<file path="src/rtl/proc_pkg.sv">
// Shared processor definitions: NOP/HALT encodings and the instruction-queue entry layout.
package proc_pkg;

    localparam logic [15:0] NOP_INSTR  = 16'h0800;
    localparam logic [4:0]  OP_HALT    = 5'b00000;
    localparam int          IQ_ENTRY_W = 49;

    typedef struct packed {
        logic        err;
        logic [15:0] pc_inc;
        logic [15:0] pc;
        logic [15:0] instr;
    } iq_entry_t;

    // An entry that must stop further fetch: a HALT opcode or a failed fetch.
    function automatic logic is_lock_entry(input logic [15:0] instr, input logic err);
        return (instr[15:11] == OP_HALT) || err;
    endfunction

endpackage

</file>
<file path="src/rtl/iq_storage.sv">
// Entry array for the instruction queue: synchronous write, asynchronous read, no reset.
module iq_storage
    import proc_pkg::*;
#(
    parameter int DEPTH = 4,
    parameter int AW    = $clog2(DEPTH)
) (
    input  logic          clk,
    input  logic          we,
    input  logic [AW-1:0] waddr,
    input  iq_entry_t     wdata,
    input  logic [AW-1:0] raddr,
    output iq_entry_t     rdata
);

    iq_entry_t mem_reg [DEPTH];

    always_ff @(posedge clk) begin
        if (we) begin
            mem_reg[waddr] <= wdata;
        end
    end

    assign rdata = mem_reg[raddr];

endmodule

</file>
<file path="src/rtl/instr_queue.sv">
// Fetch-to-decode instruction queue with back-pressure, flush on taken branch and lock after HALT/error.
module instr_queue
    import proc_pkg::*;
#(
    parameter int DEPTH = 4
) (
    input  logic                       clk,
    input  logic                       rst,
    input  logic                       push,
    input  logic [15:0]                in_instr,
    input  logic [15:0]                in_pc,
    input  logic [15:0]                in_pc_inc,
    input  logic                       in_err,
    output logic                       full,
    input  logic                       flush,
    input  logic                       pop,
    output logic                       out_valid,
    output logic [15:0]                out_instr,
    output logic [15:0]                out_pc,
    output logic [15:0]                out_pc_inc,
    output logic                       out_err,
    output logic                       locked,
    output logic [$clog2(DEPTH):0]     count
);

    localparam int AW = $clog2(DEPTH);
    localparam int CW = AW + 1;

    logic [AW-1:0] wr_ptr_reg, wr_ptr_next;
    logic [AW-1:0] rd_ptr_reg, rd_ptr_next;
    logic [CW-1:0] count_reg, count_next;
    logic          locked_reg, locked_next;

    logic          push_ok;
    logic          pop_ok;
    iq_entry_t     wr_entry;
    iq_entry_t     rd_entry;

    assign full      = (count_reg == CW'(DEPTH));
    assign out_valid = (count_reg != '0);
    assign locked    = locked_reg;
    assign count     = count_reg;

    // A full queue never reuses the slot freed by a same-cycle pop.
    assign push_ok = push & ~full & ~locked_reg & ~flush;
    assign pop_ok  = pop & out_valid & ~flush;

    assign wr_entry = {in_err, in_pc_inc, in_pc, in_instr};

    iq_storage #(
        .DEPTH (DEPTH),
        .AW    (AW)
    ) u_storage (
        .clk   (clk),
        .we    (push_ok),
        .waddr (wr_ptr_reg),
        .wdata (wr_entry),
        .raddr (rd_ptr_reg),
        .rdata (rd_entry)
    );

    always_comb begin
        wr_ptr_next = wr_ptr_reg;
        rd_ptr_next = rd_ptr_reg;
        count_next  = count_reg;
        locked_next = locked_reg;
        if (flush) begin
            wr_ptr_next = '0;
            rd_ptr_next = '0;
            count_next  = '0;
            locked_next = 1'b0;
        end else begin
            if (push_ok) begin
                wr_ptr_next = wr_ptr_reg + AW'(1);
                if (is_lock_entry(in_instr, in_err)) begin
                    locked_next = 1'b1;
                end
            end
            if (pop_ok) begin
                rd_ptr_next = rd_ptr_reg + AW'(1);
            end
            case ({push_ok, pop_ok})
                2'b10:   count_next = count_reg + CW'(1);
                2'b01:   count_next = count_reg - CW'(1);
                default: count_next = count_reg;
            endcase
        end
    end

    always_ff @(posedge clk or negedge rst) begin
        if (!rst) begin
            wr_ptr_reg <= '0;
            rd_ptr_reg <= '0;
            count_reg  <= '0;
            locked_reg <= 1'b0;
        end else begin
            wr_ptr_reg <= wr_ptr_next;
            rd_ptr_reg <= rd_ptr_next;
            count_reg  <= count_next;
            locked_reg <= locked_next;
        end
    end

    // Head is masked to a NOP bubble whenever the queue is empty.
    assign out_instr  = out_valid ? rd_entry.instr  : NOP_INSTR;
    assign out_pc     = out_valid ? rd_entry.pc     : 16'h0000;
    assign out_pc_inc = out_valid ? rd_entry.pc_inc : 16'h0000;
    assign out_err    = out_valid ? rd_entry.err    : 1'b0;

endmodule

</file>
<file path="config.mk">
export PLATFORM = sky130hd
export DESIGN_NAME = instr_queue
export DESIGN_NICKNAME = d
export VERILOG_FILES = /design/src/rtl/proc_pkg.sv /design/src/rtl/iq_storage.sv /design/src/rtl/instr_queue.sv
export SDC_FILE = /design/constraint.sdc
export NUM_CORES = 1
export LEC_CHECK = 0
export BUFFER_PORTS_ARGS = -buffer_cell sky130_fd_sc_hd__buf_2
export CORE_MARGIN = 2
export CORE_UTILIZATION = 45
export DETAILED_ROUTE_END_ITERATION = 10
export HOLD_SLACK_MARGIN = 0.15
export PLACE_DENSITY_LB_ADDON = 0.1
export REMOVE_ABC_BUFFERS = 1
export SYNTH_ARGS = -nofsm -noshare
export SYNTH_HDL_FRONTEND = slang
export SYNTH_SLANG_ARGS = --single-unit
export TNS_END_PERCENT = 20
</file>
<file path="constraint.sdc">
create_clock -name clk -period 3.6 [get_ports clk]
set_input_delay 0.36 -clock clk [delete_from_list [all_inputs] [get_ports clk]]
set_output_delay 0.36 -clock clk [all_outputs]
set_load 0.005 [all_outputs]
</file>
### After elaboration in Yosys (flattened, before gate mapping)

Memories as Yosys holds them, arrays and structs flattened.
Index checks and enable logic that the tools add are counted.

| word-level totals | value |
|---|---|
| bits in registers | 8 |
| RAM bits | 196 |
| bits of input ports | 54 |
| word-level logic and storage cells | 43 |
| memories kept | 1 |

| cells by class | value |
|---|---|
| add/sub/neg operators | 4 |
| eq/ne operators | 3 |
| multiplexer cells | 15 |
| bitwise operators | 8 |
| reductions and logical operators | 8 |

Memory list:

| name | words | bits a word | rd ports | clocked after memory_dff | write ports | line | RTL |
|---|---|---|---|---|---|---|---|
| u_storage.mem_reg | 4 | 49 | 1 | 0 | 1 | iq_storage.sv:16 | `iq_entry_t mem_reg [DEPTH];` |

Operators by type and width:

| cell | number |
|---|---|
| $mux W16 | 3 |
| $mux W2 | 4 |
| $mux W1 | 6 |
| $pmux W3 S2 | 1 |
| $reduce_bool A2 Y1 | 3 |
| $reduce_bool A3 Y1 | 2 |
| $and A1 B1 Y1 | 5 |
| $logic_not A5 Y1 | 1 |
| $add A2 B1 Y2 const B | 2 |
| $add A3 B1 Y3 const B | 1 |
| $eq A3 B3 Y1 const B | 1 |
| $mux W3 | 1 |
| $not A1 Y1 | 3 |
| $sub A3 B1 Y3 const B | 1 |
| $eq A2 B1 Y1 const B | 1 |
| $eq A2 B2 Y1 const B | 1 |
| $reduce_and A2 Y1 | 1 |
| $logic_or A1 B1 Y1 | 1 |

### Longest topological paths before layout

Gate-level depths: netlist of run 1.

| logic depth | value |
|---|---|
| depth in word-level cells | 8 |
| depth in mapped cells | 8 |
| depth with buffers taken out | 8 |

### Cells and area by module

Synthesis of run 1 repeated with hierarchy kept, for this count alone.

| unflattened totals | value |
|---|---|
| cells, all modules | 367 |
| area, all modules | 7978.9 µm² |

By module, submodules not included:

| module | times used | cells an instance | area an instance (µm²) | sequential area each (µm²) |
|---|---|---|---|---|
| iq_storage | 1 | 260 | 7123.1 | 5885.6 |
| instr_queue | 1 | 107 | 855.8 | 200.2 |

### Worst setup path before layout of run 1

OpenSTA, ideal clock, no wires.

| path | value |
|---|---|
| path kind | reg-to-reg |
| from | register count_reg[0], in the netlist count[0] |
| to | memory u_storage.mem_reg[0][0] (netlist bit), enable pin |
| setup time | 0.412 ns |
| data arrival time | 2.186 ns |
| slack | 1.002 ns |
| stages on the path, launching flop included | 6 |
| path buffers | 0 |
| path through | dfrtp_1 nor2_2 nand2_1 inv_1 nor3_1 and2_1 |

| on the way | value |
|---|---|
| cells in the longest elaborated chain, start to end | 7 |

Ends and longest elaborated chain:

| element | line | RTL |
|---|---|---|
| from (decl) | instr_queue.sv:31 | `logic [CW-1:0] count_reg, count_next;` |
| from (signal assigned) | instr_queue.sv:99 | `count_reg <= count_next;` |
| $eq A3 B3 Y1 | instr_queue.sv:39 | `assign full = (count_reg == CW'(DEPTH));` |
| via full | instr_queue.sv:14 | `output logic full,` |
| $not A1 Y1 | instr_queue.sv:45 | `assign push_ok = push & ~full & ~locked_reg & ~flush;` |
| $and A1 B1 Y1 (3 in a row) | instr_queue.sv:45 |  |
| $mux W1 | iq_storage.sv:19 | `if (we) begin` |
| $mux W1 (not written as such) | iq_storage.sv:20 | `mem_reg[waddr] <= wdata;` |
| to (decl) | iq_storage.sv:16 |  |

The timed path passes the listed nets, and every way through them passes these cells.

### Final worst setup path of run 1

| path | value |
|---|---|
| from | register rd_ptr_reg[0] |
| to | output port out_pc_inc[12] |

| on the way | value |
|---|---|
| cells in the longest elaborated chain, start to end | 2 |

Ends and longest elaborated chain:

| element | line | RTL |
|---|---|---|
| from (decl) | instr_queue.sv:30 | `logic [AW-1:0] rd_ptr_reg, rd_ptr_next;` |
| from (signal assigned) | instr_queue.sv:98 | `rd_ptr_reg <= rd_ptr_next;` |
| $mem_v2 Z4 W49 | n/a |  |
| $mux W16 | instr_queue.sv:107 | `assign out_pc_inc = out_valid ? rd_entry.pc_inc : 16'h0000;` |
| to (decl) | instr_queue.sv:20 | `output logic [15:0] out_pc_inc,` |

No other way between the ends.

==> impl_metrics.ini, run 1 <==
[timing]
hold_violations = 0
setup_tns_ps = 0
finClkSkew_ps = 11.11
period_needed_ps = 2853
maxSlewViolCount = 0
finalCritPeriodShare_pct = 79.26
fmax_ghz = 0.3505
tightest_slew_ps = 837.4
setup_viol = 0
maxSlewHeadroom_pct = 44.09
fin_ws_ps = 746.6
hold_ws_ps = 183.1
grt_setup_unrepaired = no

[clocking]
cts_num_sinks = 204
cts_htree_levels = 1
cts_buffers = 22
root_buffer = clkbuf_16
postCtsSetupRepairBufs = 0
cts_tree = built
clkTransAtPathRegs_ps = 60
clock_path_buffers = 3
clk_latency_ps = 490

[cells_and_area]
fillers = 1366
layout.nets = 607
register_area_sq_um = 6091
layout_common_cells = edfxtp_1 (196), buf_2 (108), dlygate4sd3_1 (51), mux4_2 (49), and2_1 (49)
multi_input_area_sq_um = 1777
layout_commonest_cell = edfxtp_1
antenna_cells = 0
largest_reg_flops = 196
syn2layout_area_growth_pct = 25.55
drive_above_1_share_pct = 37.30

[worst_hold_path]
hold_path_class = input pin to flop
holdCritStartpoint = flush
holdPathEnd = rd_ptr_reg[0]
hold_depth = 2

[critical_path]
critical_path_arrival_ps = 2490
cp_max_fo = 29
reg2reg_slack_ps = 1160
required_ps = 3240
r2r-end = count[2]
worst_setup_path_end_kind = primary output
r2r_start = count[2]
cp-start-kind = flop
reg2regPathDepth = 8
crit_type = flop to primary output

[logic_synthesis]
syn_inst = 371
ys_types = 35
ys_ff_latch = 204
syn_area_sq_um = 7993
ys_seq_area_share_pct = 76.14
avgSynthCellArea_sq_um = 21.54
yosysWarningCount = 0

[power_and_ir_drop]
finalPower_mw = 6.783
irDropWorstVdd_uv = 430.5
seq_power_share_pct = 42.8
pwr-share-clk_pct = 32.6
p_sw_mw = 1.786
intPower_mw = 4.997
power_switching_share_pct = 26.33
p_comb_share_pct = 24.5
powerDensity_nw_per_um2 = 676.0
p_leak_nw = 3.536

[place]
dp.final_hpwl_um = 9062
routabilityCongestion = 0.6929
io_buffers = 108
place_ws_ps = 1083

[detailed_routing]
wl_um = 15150
num_vias = 4040
postRouteAntennaNets = 0
wl_met2_um = 7638
wl_met3_um = 734
drc_errors = 0
wl_met1_um = 6568
highest-signal-layer = met4
drtIter0Drc = 192
vias_per_cell = 5.127
wire_per_inst_um = 19.22
drt-pass1-iter-count = 4

[global_route]
overflow = 0
grt_pass1_wl_um = 23210
grt_start_max_net_pins = 52
grt_usage_pct = 16.47
grt_pass1_vias = 4232
antenna_found_initial = 0

[floorplan]
fp.coreArea_sq_um = 17360
rows = 48
dieWidth_um = 137.3
fp.dieArea_sq_um = 18840
start_util_pct = 46.05
ioPinCount = 109
chipHeight_um = 137.3

[job]
drv_cap = 0

[run_status]
status = complete, no violations
==> metrics by stage <==
stage                     cells  area [sq um]  util (%)
after floorplan             353          7873         -
final                       788         10030     57.81
after CTS                   788         10030     57.81
after global routing        788         10030     57.81
after detailed placement    698          8807     50.74
after global placement      698          8807     50.74
==> critical path, stage by stage (launching register included) <==
cell and delay [ps]:
dfrtp_4 820, buf_4 340, mux4_2 520, and2_1 180, buf_2 130
==> worst max path at each step <==
stage,endpoint,startpoint
after floorplan,out_instr[11],rd_ptr_reg[0]
after global placement,count[2],count[2]
after detailed placement,count[2],count[2]
after CTS,out_instr[13],rd_ptr_reg[0]
after global routing,out_instr[13],rd_ptr_reg[0]
final,out_pc_inc[12],rd_ptr_reg[0]
==> synth_stat cells <==
cell type,n,area share [%]
a21oi_4,1,0.20
a31oi_1,2,0.16
and2_1,53,4.1
buf_2,5,0.31
buf_6,6,0.85
clkbuf_1,6,0.28
clkbuf_2,1,0.063
dfrtp_1,8,2.5
edfxtp_1,196,74
fa_1,1,0.25
ha_1,4,0.63
inv_1,3,0.14
inv_2,1,0.047
mux2_4,1,0.19
mux2i_1,2,0.25
mux4_2,49,14
nand2_1,2,0.094
nand2_4,1,0.14
nand2b_1,3,0.23
nand3_1,2,0.13
nor2_1,6,0.28
nor2_2,1,0.078
nor2b_1,2,0.16
nor3_1,2,0.13
nor3_2,1,0.13
nor4_1,1,0.078
o211ai_1,1,0.094
o21ai_0,2,0.13
o21bai_1,1,0.094
o22ai_1,1,0.078
or2_1,1,0.078
or4_1,1,0.094
xnor2_1,1,0.11
xor2_1,2,0.22
xor2_2,1,0.20
==> routing by layer <==
metal	vias to the layer above	GRT usage, %
met5	-	0
met4	0	4.296
met3	15	3.201
met2	96	27.75
met1	2086	22.21
li1	1843	-
==> layout make-up <==
type                            count  area share, %
Clock buffer                       31          5.823
Clock inverter                      8          1.322
Inverter                            4         0.1496
Multi-Input combinational cell    145          17.71
Sequential cell                   204          60.70
Tap cell                          225          2.805
Timing Repair Buffer              171          11.50
==> timing repair <==
action | CTS | global route
endpoints found under the setup margin | 0 | 0
gates resized for setup | 0 | 0
hold buffers | 51 | 0
hold endpoints to repair | 205 | 0
==> power by group through the flow <==
stage               Combinational [mW]  Sequential [mW]  Clock (mW)
detailed placement                1.68             2.97           0
global route                      1.85             2.94        2.37
CTS                               1.73             2.92        2.27
finish                            1.66             2.91        2.21
global placement                  1.67             2.96           0
floorplan                        0.939             2.97           0
==> kinds of logic (layout without fill, tap and decap cells) <==
family,after synthesis,count (layout),share of synthesized area (%)
adder cells (fa/ha/maj),5,5,0.8767
flip-flops,204,204,76.14
AND/OR/NAND/NOR,76,76,5.761
XOR/XNOR,4,4,0.5324
AO/OA/AOI/OAI,8,8,0.7516
multiplexers,52,52,14.25
buffers and inverters,22,214,1.690
Note: power is estimated with default switching activity, not from simulation.
==> run 2, diff against run 1 <==
ABC_AREA = 1   (was default)
clock period = 2.6 ns   (was 3.6 ns; I/O delays follow)
==> impl_metrics.ini, run 2 <==
[run_status]
status = complete, no violations

[floorplan]
ioPinCount = 109
chipHeight_um = 138.2
dieWidth_um = 138.2
start_util_pct = 45.43
rows = 49
fp.coreArea_sq_um = 17840
fp.dieArea_sq_um = 19100

[logic_synthesis]
ys_types = 26
synth_top_cell_area_share_pct = 72.62
ys_ff_latch = 204
yosysTopAreaCell = edfxtp_1
yosysWarningCount = 0
synthTopCellsByCount = nor2_1 (203), edfxtp_1 (196), o21ai_0 (54), a21oi_1 (52), o21ai_1 (47)
synth_top_cells_by_area = edfxtp_1 (73%), nor2_1 (9.4%), o21ai_0 (3.3%)
syn_area_sq_um = 8105
ys_seq_area_share_pct = 75.08
synth_most_common_cell = nor2_1
avgSynthCellArea_sq_um = 12.49
syn_inst = 649
async_flop_share_pct = 3.922
ys.flop_type = edfxtp_1
synth_edf_count = 196

[clocking]
cts_tree = built
clock_path_buffers = 3
root_buffer = clkbuf_16
postCtsSetupRepairBufs = 0
clkTransAtPathRegs_ps = 60
cts_htree_levels = 1
cts_buffers = 22
cts_num_sinks = 204
clk_latency_ps = 500

[global_route]
overflow = 0
grt_pass1_vias = 5519
grt_start_max_net_pins = 61
grt_usage_pct = 18.83
antenna_found_initial = 0
grt_pass1_wl_um = 28830

[detailed_routing]
num_vias = 5429
vias_per_cell = 5.122
wire_per_inst_um = 17.09
drt-pass1-iter-count = 4
wl_um = 18120
drc_errors = 0
drtIter0Drc = 309
postRouteAntennaNets = 0

[cells_and_area]
multi_input_area_sq_um = 1805
layout_common_cells = nor2_1 (199), edfxtp_1 (196), buf_2 (108), o21ai_0 (54), dlygate4sd3_1 (53)
antenna_cells = 0
fillers = 1458
largest_reg_flops = 196
layout_commonest_cell = nor2_1
drive_above_1_share_pct = 20.58
layout.nets = 874
syn2layout_area_growth_pct = 25.93
register_area_sq_um = 6091

[place]
routabilityCongestion = 0.8410
dp.final_hpwl_um = 10620
io_buffers = 108
place_ws_ps = 527.9

[critical_path]
critical_path_arrival_ps = 2170
r2r_start = count[0]
required_ps = 2340
worst_setup_path_end_kind = primary output
cp-start-kind = flop
crit_type = flop to primary output
cp_max_fo = 19
critPathLaunch = count[0]

[power_and_ir_drop]
powerDensity_nw_per_um2 = 772.7
irDropWorstVdd_uv = 590.1
p_leak_nw = 3.804
finalPower_mw = 7.887

[timing]
hold_violations = 0
finClkSkew_ps = 14.82
tightest_slew_ps = 505.6
setup_viol = 0
fin_ws_ps = 171.6
finalCritPeriodShare_pct = 93.40
maxSlewViolCount = 0
fmax_ghz = 0.4118
period_needed_ps = 2428
maxSlewHeadroom_pct = 66.20
grt_setup_unrepaired = no

[worst_hold_path]
holdCritStartpoint = push
hold_path_class = input pin to flop

[job]
drv_cap = 0
## run 2: cell type report
cell class | instances | share of cell area [%]
well taps | 229 | 2.807
clock inverters | 8 | 0.6252
clock buffers | 32 | 5.970
multi-input cells | 390 | 17.69
repair buffers | 179 | 12.55
inverters | 18 | 0.6864
flip-flops and latches | 204 | 59.67
## run 2: cells by family (layout without fill, tap and decap cells)
| logic type | Yosys count | after routing | synth area share [%] |
|---|---|---|---|
| and+or+nand+nor | 229 | 229 | 11.27 |
| DFF | 204 | 204 | 75.08 |
| AOI/OAI and AO/OA | 155 | 155 | 9.664 |
| buffers and inverters | 55 | 237 | 3.010 |
| adders and majority gates | 5 | 5 | 0.8645 |
| xor gates and xnor gates | 1 | 1 | 0.1081 |
## run 2: path summary, 6_finish.rpt
| path | endpoint | slack (ps) | cells after the start |
|---|---|---|---|
| setup / recovery | out_pc[14] | 170 | 6 |
| hold / removal | locked | 180 | 5 |
| setup reg to reg | u_storage.mem_reg[0][33] | 500 | 5 |
| hold reg to reg | wr_ptr_reg[0] | 560 | 1 |
| max in group asynchronous | rd_ptr_reg[0] | 1520 | 3 |
| min in group asynchronous | locked | 750 | 3 |
## run 2: critical path, cell delays in order (launching register included)
cell and delay, ps:
dfrtp_1 460, nor2_4 190, nand2_4 90, inv_2 310, buf_4 350, a21oi_1 100
buf_2 140
## run 2: per-layer routing
metal / vias up / share of wire, % / global-route usage [%]
met2: 131 / 50 / 32.46
met3: 25 / 4.8 / 3.291
met1: 2650 / 44 / 24.76
met5: - / 0 / 0
li1: 2623 / - / -
met4: 0 / 1.7 / 5.371
## run 2: through the flow
stage / utilization, % / cells / cell area [sq um] / setup TNS [ps] / hold WS (ps)
CTS: 57.21 / 1060 / 10210 / 0 / 166.4
detailed placement: 50.47 / 967 / 9004 / 0 / 123.2
global placement: 50.47 / 967 / 9004 / 0 / 119.4
floorplan: - / 612 / 7931 / -201690 / -35.59
finish: 57.21 / 1060 / 10210 / 0 / 179.7
global route: 57.21 / 1060 / 10210 / 0 / 213.4
## run 2: timing repair
item	CTS	global route
hold buffers	53	0
gates resized for setup	0	0
hold endpoints to repair	210	0
## run 2: power breakdown
part           switching (mW)  internal [mW]
logic                   0.763          0.455
clock network            1.19           1.72
registers              0.0420           3.71
==> run 3, diff against run 2 <==
PLACE_DENSITY_LB_ADDON = 0.12   (was 0.1)
==> impl_metrics.ini, run 3 (synthesis gave the netlist of run 2 again) <==
[cells_and_area]
syn2layout_area_growth_pct = 27.20
largest_reg_flops = 196
drive_above_1_share_pct = 20.92
fillers = 1459
antenna_cells = 0
layout_commonest_cell = nor2_1
layout.nets = 872
layout_common_cells = nor2_1 (199), edfxtp_1 (196), buf_2 (108), o21ai_0 (54), dlygate4sd3_1 (54)

[timing]
finalCritPeriodShare_pct = 93.03
maxSlewHeadroom_pct = 62.48
setup_tns_ps = 0
tightest_slew_ps = 562.8
finClkSkew_ps = 13.23
fin_ws_ps = 181.2
period_needed_ps = 2419
hold_violations = 0
setup_viol = 0
maxSlewViolCount = 0
fmax_ghz = 0.4134
grt_setup_unrepaired = no

[critical_path]
crit_chain = buf_12 > nor2_1 > nor2_1 > o21ai_1 > a21oi_1 > buf_2
critPathLaunch = rd_ptr_reg[0]
crit_slowest_cell = dfrtp_4
critical_path_arrival_ps = 2160
reg2regPathDepth = 5
cp_slowest_stage_delay_ps = 600
crit_family = flip-flops
worst_setup_path_end_kind = primary output
cp-start-kind = flop
required_ps = 2340
crit_cells = 6
cp_max_fo = 79
cp_common_cell = nor2_1
critical_path_buf_inv_count = 2
r2r_start = count[0]
crit_type = flop to primary output

[worst_hold_path]
holdCritStartpoint = push
hold_path_class = input pin to flop
hold_depth = 4

[clocking]
cts_tree = built
clk_latency_ps = 490
clkTransAtPathRegs_ps = 60
cts_num_sinks = 204
clock_path_buffers = 3
root_buffer = clkbuf_16
cts_htree_levels = 1
cts_buffers = 22

[detailed_routing]
drt-pass1-iter-count = 5
postRouteAntennaNets = 0
drc_errors = 0
drtIter0Drc = 304
wl_um = 17900
num_vias = 5399
vias_per_cell = 5.113
wire_per_inst_um = 16.95

[power_and_ir_drop]
powerDensity_nw_per_um2 = 793.5
pwr-share-clk_pct = 39.2
finalPower_mw = 8.181
p_sw_mw = 2.000
seq_power_share_pct = 46.1
intPower_mw = 6.181
power_switching_share_pct = 24.44
irDropWorstVdd_uv = 614.2
p_leak_nw = 3.855
p_comb_share_pct = 14.7

[global_route]
grt_pass1_wl_um = 28660
overflow = 0
grt_start_max_net_pins = 80
antenna_found_initial = 0
grt_pass1_vias = 5612
grt_usage_pct = 18.66

[run_status]
status = complete, no violations

[floorplan]
chipHeight_um = 138.2
dieWidth_um = 138.2
ioPinCount = 109
fp.dieArea_sq_um = 19100
rows = 49
fp.coreArea_sq_um = 17840
start_util_pct = 45.43

[job]
drv_cap = 0

[place]
io_buffers = 108
place_ws_ps = 386.7
dp.final_hpwl_um = 10410
routabilityCongestion = 0.8129
## run 3: changes by cell type in the layout (fill, tap and decap cells not counted), sizes merged
cell,before,now
clkbuf,32,27
clkinv,6,7
clkinvlp,1,0
dlygate4sd3,53,54
bufinv,1,4
buf,126,123
## run 3: power by group through the flow
stage	clock network, mW	registers, mW	logic [mW]
4_1_cts	3.26	3.77	1.23
3_3_place_gp	0	3.83	1.14
3_5_place_dp	0	3.84	1.16
2_1_floorplan	0	3.87	0.538
6_report	3.21	3.77	1.20
5_1_grt	3.40	3.78	1.36
## run 3: path summary, 6_finish.rpt
kind / slack (ps) / to
worst min-delay path: 230 / wr_ptr_reg[0]
min in group asynchronous: 750 / count[1]
worst min register to register: 550 / wr_ptr_reg[0]
max in group asynchronous: 1530 / rd_ptr_reg[0]
worst max register to register: 370 / u_storage.mem_reg[2][47]
worst max-delay path: 180 / out_instr[10]
## run 3: layout make-up
class | instances | area, sq um | area share [%]
clock inverter | 11 | 157.7 | 1.529
inverter | 18 | 72.57 | 0.7039
clock buffer | 27 | 590.6 | 5.728
sequential | 204 | 6091 | 59.08
multi-input combinational | 390 | 1805 | 17.51
timing repair buffer | 177 | 1306 | 12.67
tap | 229 | 286.5 | 2.779
## run 3: layer usage
metal / part of all wire, % / global-route usage (%) / up-vias
met1: 44 / 24.21 / 2638
met3: 4.2 / 2.667 / 16
met5: 0 / 0 / -
li1: - / - / 2622
met4: 1.2 / 3.867 / 0
met2: 50 / 33.69 / 123
## run 3: timing repair
item	in CTS	in global routing
endpoints found under the setup margin	0	4
gates resized for setup	0	1
endpoints found under the hold margin	210	0
setup buffers	0	0
hold buffers	54	0
## run 3: metrics by stage
stage	cells	hold slack [ps]	utilization, %	cell area [sq um]
floorplan	612	-35.59	-	7931
global placement	964	114.6	50.55	9019
detailed placement	964	118.3	50.55	9019
CTS	1056	202.7	57.77	10310
global route	1056	259.1	57.79	10310
finish	1056	231.0	57.79	10310
## run 3: worst min-delay path, delay by kind of cell
family	cells	cell delay, ps
AND/OR/NAND/NOR	2	270
AO/OA/AOI/OAI	1	60
buffers and inverters	1	90
